[config.mk]
export PLATFORM = sky130hd
export DESIGN_NAME = rdyval_pack
export DESIGN_NICKNAME = d
export VERILOG_FILES = /design/src/rtl/rdyval_pack.sv
export SDC_FILE = /design/constraint.sdc
export NUM_CORES = 1
export LEC_CHECK = 0
export BUFFER_PORTS_ARGS = -buffer_cell sky130_fd_sc_hd__buf_4
export CAP_MARGIN = 10
export CELL_PAD_IN_SITES_DETAIL_PLACEMENT = 1
export CELL_PAD_IN_SITES_GLOBAL_PLACEMENT = 1
export CORE_ASPECT_RATIO = 1.5
export CORE_MARGIN = 2
export CORE_UTILIZATION = 45
export DETAILED_ROUTE_END_ITERATION = 10
export PLACE_DENSITY_LB_ADDON = 0.1
export SLEW_MARGIN = 10
export SYNTH_ARGS = -nofsm -noshare
export SYNTH_HDL_FRONTEND = slang
export SYNTH_SLANG_ARGS = --single-unit
[constraint.sdc]
create_clock -name clk -period 2.5 [get_ports clk]
set_clock_uncertainty 0.05 [all_clocks]
set_input_delay 0.125 -clock clk [delete_from_list [all_inputs] [get_ports clk]]
set_output_delay 0.125 -clock clk [all_outputs]
set_load 0.005 [all_outputs]
[src/rtl/rdyval_pack.sv]
// rdyval_pack: ready/valid width up-converter.
// Collects RATIO narrow beats of DWIDTH bits into one DWIDTH*RATIO word.
// Beat k of a word goes to lane k (little-endian). The word is presented
// downstream from a registered output stage with a registered valid.
// Optional feature macro: RDYVAL_PACK_LAST_EN adds i_last (early word
// completion) and o_keep (lane-valid mask); unwritten lanes read as zero.
`timescale 1ns/1ps

module rdyval_pack #(
    parameter int DWIDTH = 8,
    parameter int RATIO  = 4
) (
    input  logic                     clk,
    input  logic                     rst_n,
    input  logic                     vld,
    output logic                     rdy,
    input  logic [DWIDTH-1:0]        i_dat,
`ifdef RDYVAL_PACK_LAST_EN
    input  logic                     i_last,
    output logic [RATIO-1:0]         o_keep,
`endif
    output logic                     vld_nxt,
    input  logic                     rdy_nxt,
    output logic [DWIDTH*RATIO-1:0]  o_dat
);

    localparam int             IW       = $clog2(RATIO);
    localparam logic [IW-1:0]  IDX_LAST = IW'(RATIO - 1);

    logic [IW-1:0]               idx;
    logic [DWIDTH*(RATIO-1)-1:0] acc;
    logic [DWIDTH*RATIO-1:0]     word;
    logic                        acc_x;
    logic                        out_x;
    logic                        done;

    assign acc_x = vld & rdy;
    assign out_x = vld_nxt & rdy_nxt;

`ifdef RDYVAL_PACK_LAST_EN
    logic [RATIO-1:0] keep_nxt;

    // Any beat may complete the word, so the upstream waits whenever the output is full.
    assign done = acc_x & ((idx == IDX_LAST) | i_last);
    assign rdy  = rst_n & (~vld_nxt | rdy_nxt);

    // Lanes up to and including the current beat are valid in the completed word.
    always_comb begin
        keep_nxt = '0;
        for (int k = 0; k < RATIO; k++) begin
            if (IW'(k) <= idx) begin
                keep_nxt[k] = 1'b1;
            end
        end
    end
`else
    // Only the final lane needs a free output register; earlier beats keep flowing.
    assign done = acc_x & (idx == IDX_LAST);
    assign rdy  = rst_n & ((idx != IDX_LAST) | ~vld_nxt | rdy_nxt);
`endif

    // Completed word: accumulated lanes below idx, current beat at idx, zeros above.
    always_comb begin
        word = '0;
        for (int k = 0; k < RATIO - 1; k++) begin
            if (IW'(k) < idx) begin
                word[k*DWIDTH +: DWIDTH] = acc[k*DWIDTH +: DWIDTH];
            end
        end
        for (int k = 0; k < RATIO; k++) begin
            if (IW'(k) == idx) begin
                word[k*DWIDTH +: DWIDTH] = i_dat;
            end
        end
    end

    // Beat counter and output valid; a completing beat overrides a same-cycle drain.
    always_ff @(posedge clk) begin
        if (!rst_n) begin
            idx     <= '0;
            vld_nxt <= 1'b0;
        end else if (done) begin
            idx     <= '0;
            vld_nxt <= 1'b1;
        end else begin
            if (acc_x) begin
                idx <= idx + 1'b1;
            end
            if (out_x) begin
                vld_nxt <= 1'b0;
            end
        end
    end

    // Data path: accumulate partial lanes, load the output register on completion.
    always_ff @(posedge clk) begin
        if (acc_x && !done) begin
            for (int k = 0; k < RATIO - 1; k++) begin
                if (idx == IW'(k)) begin
                    acc[k*DWIDTH +: DWIDTH] <= i_dat;
                end
            end
        end
        if (done) begin
            o_dat <= word;
`ifdef RDYVAL_PACK_LAST_EN
            o_keep <= keep_nxt;
`endif
        end
    end

endmodule

==> summary.md, run 1 <==
| Metric | Value |
|---|---|
| Worst reg-to-reg setup slack | 0.55 ns |
| Critical path peak fanout | 11 |
| Reg-to-Reg Start | idx[1] |
| RSZ-0062 raised after global routing | false |
| Cell Pwr Density | 715 nW/um^2 |
| Post-Synthesis Cell Area | ~2300 um^2 |
| Core footprint | 5040 um^2 |
| Syn avg cell area | between 15 and 20 um^2 |
| CP peak stage delay | ~0.6 ns |
| 1st-iter DRT viols | 53 |
| Via/cell ratio | 5.01 |
| Slew headroom | 64.5% |
| Clock buffer depth | 2 |
| CTS clk-pin slew, worst paths | 0.06 ns |
| Gpl congestion | 0.736 |
| Register area share after synthesis | 75.0% |
| H-tree lvl count | 3 |
| DR pass1 iterations | 4 |
| Dpl cell area | around 2700 um^2 |
| Critical path endpoint category | register |
| Critical path origin | idx[1] |
| Flops & latches, synth | 59 |
| Final Hold Vio Count | 0 |
| Top Ports | 46 |
| Worst slack at placement | 0.497 ns |
| Crit path DAT | 1.87 ns |
| Die height | 92.0 um |
| Diode count | 0 |
| Pleak | 1.15 nW |
| Sequence of cells on the critical path | inv_1 -> ha_1 -> and3_1 |
| Max VDD drop | 0.781 mV |
| Die Span X | between 60 and 70 um |
| Crit path time final | 1.95 ns |
| Clock tree root driver cell | clkbuf_8 |
| GRT Total Usage | 19.8% |
| Adder-Cell Fraction of Synth Area | 2.16% |
| Syn. warnings | 0 |
| Least-Margin Pin Slew | 0.533 ns |
| WL per Instance | ~18 um |
| Post-DRT Antenna Nets | 0 |
| Grt ovf | 0 |
| Core Rows | 32 |
| Final WL | 4990 um |
| Crit share post-route | 77.9% |
| CP startpoint kind | register |
| Cells after Synth | ~140 |
| First-pass GRT wire length | between 8000 and 9000 um |
| Setup TNS | 0 ns |
| Slew Limit Fails | 0 |
| Final setup vio count | 0 |
| Slowest stage cell, crit path | and3_1 |
| Status | completed |
| Layout cells sized above 1 | 35.1% |
| Hold WC Path Type | input port to register |
| Post-CTS setup buffer count | 0 |
| Total power | 0.00216 W |
| Post-layout util | 59.8% |
| Compound-cell area share of the yosys netlist | 6.90% |
| Via count | ~1.4k |
| Layout area overhead | 30.1% |
| Critical path type | register to register |
| Max Fclk | 513 MHz |
| Clk_lat worst skew | around 0.33 ns |
| Largest family of logic cells by synthesized area | simple AND/OR/NAND/NOR gates |
| Antenna violations before repair | 0 |
| Inserted Clock Buffers | 9 |
| Synth Net Count | between 150 and 200 |
| Largest net degree at the start of global routing | 27 |
| Max-Cap Viols | 0 |
| Die area | 5760 um^2 |
| Nets | 213 |
| Post-cts sizing count | 0 |
| Cells on worst reg2reg path | 3 |
| TritonCTS clock tree | done |
| Vias in the first global route | between 1k and 1.5k |
| Synth Area in Simple Gates | approximately a tenth |
| CP endpoint | acc[14] |
| Yosys cell types | 27 |
| Hpwl dp | between 3000 and 4000 um |
| Final Cell Area | 3020 um^2 |
| Critical Path RT | between 2 and 2.5 ns |
| Cts hold-fix bufs | 8 |
| R2R Path End | acc[14] |
| IO Port Bufs | 45 |
| Worst path setup slack after routing | between 0.5 and 0.6 ns |
| Mux contribution to synthesized area | 3.88% |
| DRC viols | 0 |
| Initial core utilization | 46.0% |
| Xor/xnor share of the synthesized area | 0% |
| Clk sink count | 59 |
[per-layer routing]
layer | vias up | part of all wire [%] | GRT usage (%)
met5 | - | 0 | 0
met4 | 0 | 1.8 | 9.44
met3 | 10 | 4.2 | 5.52
met2 | 36 | 57 | 35.9
met1 | 669 | 37 | 20.8
li1 | 637 | - | -
[Yosys cell counts (all sizes together)]
| library cell | number | area share (%) |
|---|---|---|
| and2b | 1 | 0.43 |
| nand3b | 2 | 0.65 |
| clkbuf | 1 | 0.16 |
| nand2 | 17 | 3.0 |
| dfxtp | 3 | 2.6 |
| a21boi | 1 | 0.32 |
| o211ai | 1 | 0.54 |
| ha | 4 | 2.2 |
| and3 | 3 | 0.81 |
| nor2b | 2 | 0.97 |
| a22o | 9 | 3.4 |
| inv | 2 | 0.32 |
| and3b | 1 | 0.38 |
| o21ai | 7 | 2.2 |
| and2 | 9 | 2.4 |
| mux2 | 8 | 3.9 |
| nand4b | 1 | 0.38 |
| o221a | 1 | 0.49 |
| buf | 5 | 1.9 |
| and4 | 1 | 0.38 |
| nand2b | 1 | 0.27 |
| edfxtp | 56 | 72 |
[layout make-up]
class	count	area (um^2)
fill	501	2030
sequential	59	1740
multi-input combinational	69	524
timing repair buffer	56	453
clock buffer	10	128
tap	68	85.1
clock inverter	6	80.1
inverter	2	7.51
[stage by stage]
stage / hold WS (ns) / instances
finish: 0.0338 / 270
global route: 0.0574 / 270
CTS: 0.0286 / 270
detailed placement: 0.318 / 246
global placement: 0.316 / 246
floorplan: 0.174 / 136
[how the worst min path moves through the flow]
stage | startpoint | endpoint | cells after the start
after floorplan | i_dat[0] | acc[0] | 0
after detailed placement | i_dat[5] | acc[13] | 1
after CTS | vld | vld_nxt | 3
after global placement | i_dat[5] | acc[13] | 1
after global routing | vld | vld_nxt | 3
final | vld | vld_nxt | 3
[worst max-delay path, delay by kind of cell (launching register included)]
| family | cells | cell delay, ns |
|---|---|---|
| flops | 1 | 0.38 |
| buf+inv | 1 | 0.10 |
| fa+ha+maj | 1 | 0.47 |
| simple gates | 1 | 0.59 |
[registers in the layout, summed over array words and instances (netlist names)]
| name | flops |
|---|---|
| acc | 24 |
| idx | 2 |
| o_dat | 32 |
| vld_nxt | 1 |
[cells by family after synthesis]
| family | count (synthesis) |
|---|---|
| DFF | 59 |
| and+or+nand+nor | 38 |
| adders and majority gates | 4 |
| AOI/OAI and AO/OA | 19 |
| muxes | 8 |
| buffers and inverters | 8 |
[cells in the final DEF, fill, tap and decap left out, types with 2 or more instances in the layout]
master / count
o21ai_1: 2
bufinv_16: 2
and2_1: 9
nand3b_1: 2
edfxtp_1: 56
a22o_1: 9
clkbuf_8: 9
and3_1: 3
mux2_1: 8
dlygate4sd3_1: 8
ha_1: 4
o21ai_2: 4
inv_1: 2
clkinv_1: 2
nand2_1: 15
dfxtp_1: 3
nand2_2: 2
buf_4: 47
[report_power, final]
part	internal [W]	switching, W	leakage, nW
registers	0.00110	0.00000780	0.561
logic	0.0000644	0.0000765	0.490
clock network	0.000552	0.000354	0.101
No activity file was read; power rests on OpenSTA's default activity.
==> inputs of run 2 (changes only) <==
--- a/config.mk
+++ b/config.mk
@@ -5,13 +5,14 @@
 export SDC_FILE = /design/constraint.sdc
 export NUM_CORES = 1
 export LEC_CHECK = 0
+export ABC_AREA = 1
 export BUFFER_PORTS_ARGS = -buffer_cell sky130_fd_sc_hd__buf_4
 export CAP_MARGIN = 10
 export CELL_PAD_IN_SITES_DETAIL_PLACEMENT = 1
 export CELL_PAD_IN_SITES_GLOBAL_PLACEMENT = 1
 export CORE_ASPECT_RATIO = 1.5
 export CORE_MARGIN = 2
-export CORE_UTILIZATION = 45
+export CORE_UTILIZATION = 39
 export DETAILED_ROUTE_END_ITERATION = 10
 export PLACE_DENSITY_LB_ADDON = 0.1
 export SLEW_MARGIN = 10
==> constraint.sdc (replaced) <==
create_clock -name clk -period 1.6 [get_ports clk]
set_clock_uncertainty 0.05 [all_clocks]
set_input_delay 0.08 -clock clk [delete_from_list [all_inputs] [get_ports clk]]
set_output_delay 0.08 -clock clk [all_outputs]
set_load 0.005 [all_outputs]
==> summary.md, run 2 <==
| Metric | Value |
|---|---|
| Status | completed (unchanged) |
| Area share of the largest cell type after synthesis | 73.8% (was 72.5%) |
| Clock buffer depth | 2 (unchanged) |
| Critical Path RT | 1.56 ns (was 2.42 ns) |
| Layout area overhead | 36.9% (was 30.1%) |
| Clk_lat worst skew | 0.33 ns (about the same) |
| 1st-iter DRT viols | 39 (was 53) |
| Via/cell ratio | 4.81 (was 5.01) |
| Flops & latches, synth | 59 (unchanged) |
| Core footprint | 5700 um^2 (was 5040 um^2) |
| Core Rows | 34 (was 32) |
| CP delay by family, top | simple AND/OR/NAND/NOR gates (unchanged) |
| Gpl congestion | 0.727 (was 0.736) |
| Critical Path Stages | 5 (was 3) |
| Synth Flop Type | edfxtp_1 (unchanged) |
| Post-Synthesis Cell Area | 2280 um^2 (was 2320 um^2) |
| WP buf/inv | 0 (was 1) |
| Largest net degree at the start of global routing | 33 (was 27) |
| Syn. warnings | 0 (unchanged) |
| TritonCTS clock tree | done (unchanged) |
| Hold WC Path Type | input port to register (unchanged) |
| H-tree lvl count | 3 (unchanged) |
| FFs w/ async S/R, synth | 0% (unchanged) |
| Die height | 97.6 um (was 92.0 um) |
| CP endpoint | acc[15] (was acc[14]) |
| Pleak | 1.19 nW (was 1.15 nW) |
| Slew headroom | 81.5% (was 64.5%) |
| Slowest stage cell, crit path | dfxtp_2 (was and3_1) |
| Max reg flops | 32 (unchanged) |
| IO Port Bufs | 45 (unchanged) |
| WL per Instance | 15.7 um (was 18.5 um) |
| Inserted Clock Buffers | 9 (unchanged) |
| Final Cell Area | 3120 um^2 (was 3020 um^2) |
| Setup TNS | 0 ns (unchanged) |
| Cells on worst reg2reg path | 5 (was 3) |
| Diode count | 0 (unchanged) |
| R2R Path End | acc[15] (was acc[14]) |
| Layout cells sized above 1 | 34.5% (was 35.1%) |
| Antenna violations before repair | 0 (unchanged) |
| Crit path DAT | 1.56 ns (was 1.87 ns) |
| Reg-to-Reg Start | idx[0] (was idx[1]) |
| Least-Margin Pin Slew | 0.275 ns (was 0.533 ns) |
| Initial core utilization | 39.9% (was 46.0%) |
| Slew Limit Fails | 0 (unchanged) |
| Max VDD drop | 0.479 mV (was 0.781 mV) |
| Post-DRT Antenna Nets | 0 (unchanged) |
| Biggest regs | o_dat x32, acc x24, idx x2 (unchanged) |
| Critical path peak fanout | 8 (was 11) |
| Die area | 6480 um^2 (was 5760 um^2) |
| Max-Cap Viols | 0 (unchanged) |
| Register area share after synthesis | 76.5% (was 75.0%) |
| Hold Path Cell Cnt | 3 (unchanged) |
| Synth Net Count | 184 (was 152) |
| RSZ-0062 raised after global routing | true (was false) |
| Grt ovf | 0 (unchanged) |
| Crit share post-route | 99.8% (was 77.9%) |
| Final setup vio count | 0 (unchanged) |
| Top Ports | 46 (unchanged) |
| Dominant cell type by area after synthesis | edfxtp_1 (unchanged) |
| Vias in the first global route | 1659 (was 1482) |
| Critical path origin | idx[0] (was idx[1]) |
| Post-synth EDFFs | 56 (unchanged) |
| Clock tree root driver cell | clkbuf_8 (unchanged) |
| Final Hold Vio Count | 0 (unchanged) |
| DR pass1 iterations | 4 (unchanged) |
| Nets | 260 (was 213) |
| Yosys cell types | 15 (was 27) |
| GRT Total Usage | 17.3% (was 19.8%) |
| CP most frequent cell | nand3_2 |
| Critical path type | register to register (unchanged) |
| Commonest cells post-synth | edfxtp_1 (56), inv_1 (25), o21ai_0 (24) (was edfxtp_1 (56), nand2_1 (15), a22o_1 (9), and2_1 (9), mux2_1 (8)) |
| Largest cells by area after synthesis | edfxtp_1 (74%), o21ai_0 (5.3%), inv_1 (4.1%), nand3_1 (3.7%), nand2_1 (3.5%) (was edfxtp_1 (72%), mux2_1 (3.9%), a22o_1 (3.4%), dfxtp_1 (2.6%), and2_1 (2.4%)) |
| CP peak stage delay | 0.33 ns (was 0.59 ns) |
| Dpl cell area | 2830 um^2 (was 2730 um^2) |
| Via count | 1545 (was 1352) |
| Crit path time final | 1.60 ns (was 1.95 ns) |
| Commonest non-fill, non-tap cell in the layout | buf_4 (was edfxtp_1) |
| Biggest register | o_dat (unchanged) |
| Max Fclk | 626 MHz (was 513 MHz) |
| Syn avg cell area | 13.6 um^2 (was 17.1 um^2) |
| DRC viols | 0 (unchanged) |
| Cell with the most instances after synthesis | edfxtp_1 (unchanged) |
| Most frequent cells in the layout | buf_4 (58), edfxtp_1 (56), o21ai_0 (24), inv_1 (23), nand2_1 (21) (was edfxtp_1 (56), buf_4 (47), nand2_1 (15)) |
| CTS clk-pin slew, worst paths | 0.06 ns (about the same) |
| Die Span X | 66.4 um (was 62.6 um) |
| Critical path endpoint category | register (unchanged) |
| Final WL | 5030 um (was 4990 um) |
| Cells after Synth | 168 (was 136) |
| Clk sink count | 59 (unchanged) |
| First-pass GRT wire length | 8100 um (was 8110 um) |
| Sequence of cells on the critical path | ha_4 -> nand3_2 -> nand3_2 -> or2_4 -> nor2_4 (was inv_1 -> ha_1 -> and3_1) |
| Hpwl dp | 3490 um (was 3430 um) |
| CP startpoint kind | register (unchanged) |
| Worst reg-to-reg setup slack | 0.004 ns (was 0.55 ns) |
| Cell Pwr Density | 976 nW/um^2 (was 715 nW/um^2) |
==> run 2: how the worst min path moves through the flow <==
stage / start / endpoint / slack (ns)
final: vld / idx[1] / 0.03
after global routing: vld / idx[1] / 0.03
after CTS: rdy_nxt / vld_nxt / 0.02
after detailed placement: i_dat[7] / acc[23] / 0.25
after global placement: i_dat[1] / acc[17] / 0.25
after floorplan: i_dat[0] / acc[0] / 0.13
==> run 2: worst min-delay path, stage by stage <==
cell and delay [ns]:
buf_4 0.13, nand4_1 0.09, a21oi_1 0.07
==> run 2: logic make-up (layout without fill, tap and decap cells) <==
family	Yosys count	in the layout	share of synthesized area, %
compound gates	27	27	5.93
fa+ha+maj	4	4	2.20
buf+inv	31	112	5.55
flops	59	59	76.5
simple gates	47	47	9.84
==> run 2: repair_timing <==
| item | CTS | global route |
|---|---|---|
| hold buffers | 9 | 0 |
| pin swaps | 0 | 5 |
| endpoints found under the hold margin | 32 | 0 |
| buffers inserted | 0 | 2 |
| setup endpoints to repair | 6 | 32 |
| gates resized for setup | 2 | 3 |
==> run 2: metrics by stage <==
stage | util (%) | total power [W] | setup slack, ns | std cells | hold slack [ns]
final | 54.7 | 0.00304 | 0.00366 | 321 | 0.0254
after global routing | 54.7 | 0.00315 | -0.0533 | 321 | 0.0325
after CTS | 54.3 | 0.00307 | -0.00750 | 319 | 0.0153
after detailed placement | 49.7 | 0.00193 | -0.0192 | 294 | 0.253
after global placement | 49.7 | 0.00192 | 0.0601 | 294 | 0.252
after floorplan | - | 0.00183 | -0.0703 | 168 | 0.129
==> run 2: power by group <==
group	total [W]	internal, W	switching [W]
clock	0.00112	0.000545	0.000576
sequential	0.00172	0.00171	0.00000733
combinational	0.000202	0.0000897	0.000112
total	0.00304	0.00235	0.000696
==> run 2: metal layers <==
metal	global-route usage, %	vias up	share of wire (%)
li1	-	739	-
met1	18.5	750	37
met2	29.3	42	56
met3	4.40	14	4.2
met4	10.7	0	3.0
met5	0	-	0
==> run 2: area by class of cell <==
cell class	instances	area, um^2
flip-flops and latches	59	1740
repair buffers	71	588
clock buffers	10	128
well taps	72	90.1
inverters	25	97.6
fillers	608	2580
multi-input cells	78	437
clock inverters	6	32.5
==> inputs of run 3 (changes only) <==
--- a/config.mk
+++ b/config.mk
@@ -10,7 +10,7 @@
 export CAP_MARGIN = 10
 export CELL_PAD_IN_SITES_DETAIL_PLACEMENT = 1
 export CELL_PAD_IN_SITES_GLOBAL_PLACEMENT = 1
-export CORE_ASPECT_RATIO = 1.5
+export CORE_ASPECT_RATIO = 2
 export CORE_MARGIN = 2
 export CORE_UTILIZATION = 39
 export DETAILED_ROUTE_END_ITERATION = 10
==> constraint.sdc (replaced) <==
create_clock -name clk -period 1.6 [get_ports clk]
set_clock_uncertainty 0.05 [all_clocks]
set_input_delay 0.32 -clock clk [delete_from_list [all_inputs] [get_ports clk]]
set_output_delay 0.32 -clock clk [all_outputs]
set_load 0.005 [all_outputs]
==> summary.md, run 3 (synthesized netlist as in run 2, its figures left out) <==
| Metric | Value |
|---|---|
| Slew headroom | 83.7% (was 81.5%) |
| Status | completed (unchanged) |
| DR pass1 iterations | 4 (unchanged) |
| Core footprint | 5660 um^2 (was 5700 um^2) |
| Final setup vio count | 0 (unchanged) |
| Gpl congestion | 0.681 (was 0.727) |
| Final WL | 5290 um (was 5030 um) |
| Core Rows | 39 (was 34) |
| Biggest regs | o_dat x32, acc x24, idx x2 (unchanged) |
| Max VDD drop | 1.20 mV (was 0.479 mV) |
| GRT Total Usage | 17.9% (was 17.3%) |
| Total power | 0.00375 W (was 0.00304 W) |
| Hpwl dp | 3630 um (was 3490 um) |
| RSZ-0062 raised after global routing | true (unchanged) |
| Via count | 1518 (was 1545) |
| WHS | 0.162 ns (was 0.0254 ns) |
| Fillcell total | 580 (was 608) |
| Die area | 6500 um^2 (was 6480 um^2) |
| Hold WC Path Type | input port to register (unchanged) |
| Max Fclk | 631 MHz (was 626 MHz) |
| Crit path DAT | 1.58 ns (was 1.56 ns) |
| Int Pwr | 0.00298 W (was 0.00235 W) |
| Biggest register | o_dat (unchanged) |
| Final Hold Vio Count | 0 (unchanged) |
| Final non-filler cell total | 301 (was 321) |
| Layout cells sized above 1 | 36.3% (was 34.5%) |
| Inserted Clock Buffers | 9 (unchanged) |
| Die height | 112 um (was 97.6 um) |
| Worst slack at placement | -0.0404 ns (was -0.0192 ns) |
| Clk_lat worst skew | 0.33 ns (about the same) |
| Nets | 251 (was 260) |
| Inst Count DP | 280 (was 294) |
| Grt ovf | 0 (unchanged) |
| Cell Pwr Density | 1180 nW/um^2 (was 976 nW/um^2) |
| DRC viols | 0 (unchanged) |
| Sequential Power Share | 45.9% (was 56.5%) |
| Post-DRT Antenna Nets | 0 (unchanged) |
| Critical Path RT | 1.60 ns (was 1.56 ns) |
| Die Span X | 58.0 um (was 66.4 um) |
| Diode count | 0 (unchanged) |
| Worst path setup slack after routing | 0.0156 ns (was 0.00366 ns) |
| First-pass GRT wire length | 8090 um (was 8100 um) |
| Max reg flops | 32 (unchanged) |
| Crit share post-route | 99.0% (was 99.8%) |
| Top Ports | 46 (unchanged) |
| IO Port Bufs | 45 (unchanged) |
| Clk sink count | 59 (unchanged) |
| Initial core utilization | 40.2% (was 39.9%) |
| Via/cell ratio | 5.04 (was 4.81) |
| Multi-input gate area | 453 um^2 (was 437 um^2) |
| Vias in the first global route | 1569 (was 1659) |
| Layout area overhead | 40.0% (was 36.9%) |
| Clock tree root driver cell | clkbuf_16 (was clkbuf_8) |
| Max-Cap Viols | 0 (unchanged) |
| Critical path peak fanout | 4 (was 8) |
| Clock buffer depth | 2 (unchanged) |
| Switching share of total power | 20.6% (was 22.9%) |
| 1st-iter DRT viols | 57 (was 39) |
| TritonCTS clock tree | done (unchanged) |
| Least-Margin Pin Slew | 0.244 ns (was 0.275 ns) |
| Final Cell Area | 3190 um^2 (was 3120 um^2) |
| Slew Limit Fails | 0 (unchanged) |
| Critical path endpoint category | register (unchanged) |
| H-tree lvl count | 3 (unchanged) |
| Switching Power | 0.000773 W (was 0.000696 W) |
| Pleak | 1.23 nW (was 1.19 nW) |
| CP startpoint kind | register (unchanged) |
| Critical path type | register to register (unchanged) |
| Crit path time final | 1.58 ns (was 1.60 ns) |
| CTS clk-pin slew, worst paths | 0.05 ns (was 0.06 ns) |
| Most frequent cells in the layout | edfxtp_1 (56), buf_4 (52), inv_1 (24), o21ai_0 (23), nand2_1 (21) (was buf_4 (58), edfxtp_1 (56), o21ai_0 (24), inv_1 (23), nand2_1 (21)) |
| Clk pwr share | 49.1% (was 36.8%) |
| Seq. cell area | 1750 um^2 (was 1740 um^2) |
| Antenna violations before repair | 0 (unchanged) |
| WL per Instance | 17.6 um (was 15.7 um) |
| Dpl cell area | 2800 um^2 (was 2830 um^2) |
| Largest net degree at the start of global routing | 17 (was 33) |
| Logic pwr share | 5.0% (was 6.6%) |
| Commonest non-fill, non-tap cell in the layout | edfxtp_1 (was buf_4) |
run 3: final timing paths:
check                           startpoint       end  slack [ns]  cells past startpoint
worst min register to register      acc[7]  o_dat[7]        0.48                      2
worst max register to register      idx[0]   acc[22]        0.02                      6
worst min-delay path              i_dat[1]    acc[9]        0.16                      1
worst max-delay path                idx[0]   acc[22]        0.02                      6
run 3: final cells by class:
class	count	share of cell area, %
clock buffer	10	7.18
clock inverter	6	1.77
inverter	25	3.06
multi-input combinational	78	14.2
sequential	59	54.8
tap	61	2.39
timing repair buffer	62	16.6
run 3: metal layers:
metal,wire [um],vias to the layer above,GRT usage [%]
met4,160,0,11.0
met2,3010,47,30.5
met5,0,-,0
li1,-,720,-
met3,279,9,6.57
met1,1840,742,17.5
run 3: stage by stage:
stage	util, %	setup TNS [ns]
after floorplan	-	-2.25
after global placement	49.4	0
after detailed placement	49.4	-0.737
after CTS	55.3	0
after global routing	56.3	-0.353
final	56.3	0
run 3: repair_timing:
item	in CTS	in global routing
pin swaps	1	6
setup endpoints to repair	25	40
hold endpoints to repair	0	0
hold buffers	0	0
gates resized for setup	5	9
setup buffers	2	3
run 3: power by group through the flow:
stage          combinational, W  sequential, W  clock [W]
2_1_floorplan         0.0000784        0.00175          0
3_3_place_gp           0.000157        0.00175          0
3_5_place_dp           0.000168        0.00175          0
4_1_cts                0.000176        0.00172    0.00186
5_1_grt                0.000206        0.00172    0.00194
6_report               0.000187        0.00172    0.00184
run 3: worst max-delay path, cell delays in order, from the launching register on:
cell and delay [ns]:
dfxtp_4 0.35, ha_4 0.18, nand3_4 0.07, nand3_2 0.08, or2_4 0.30, nor2_4 0.15
buf_6 0.13
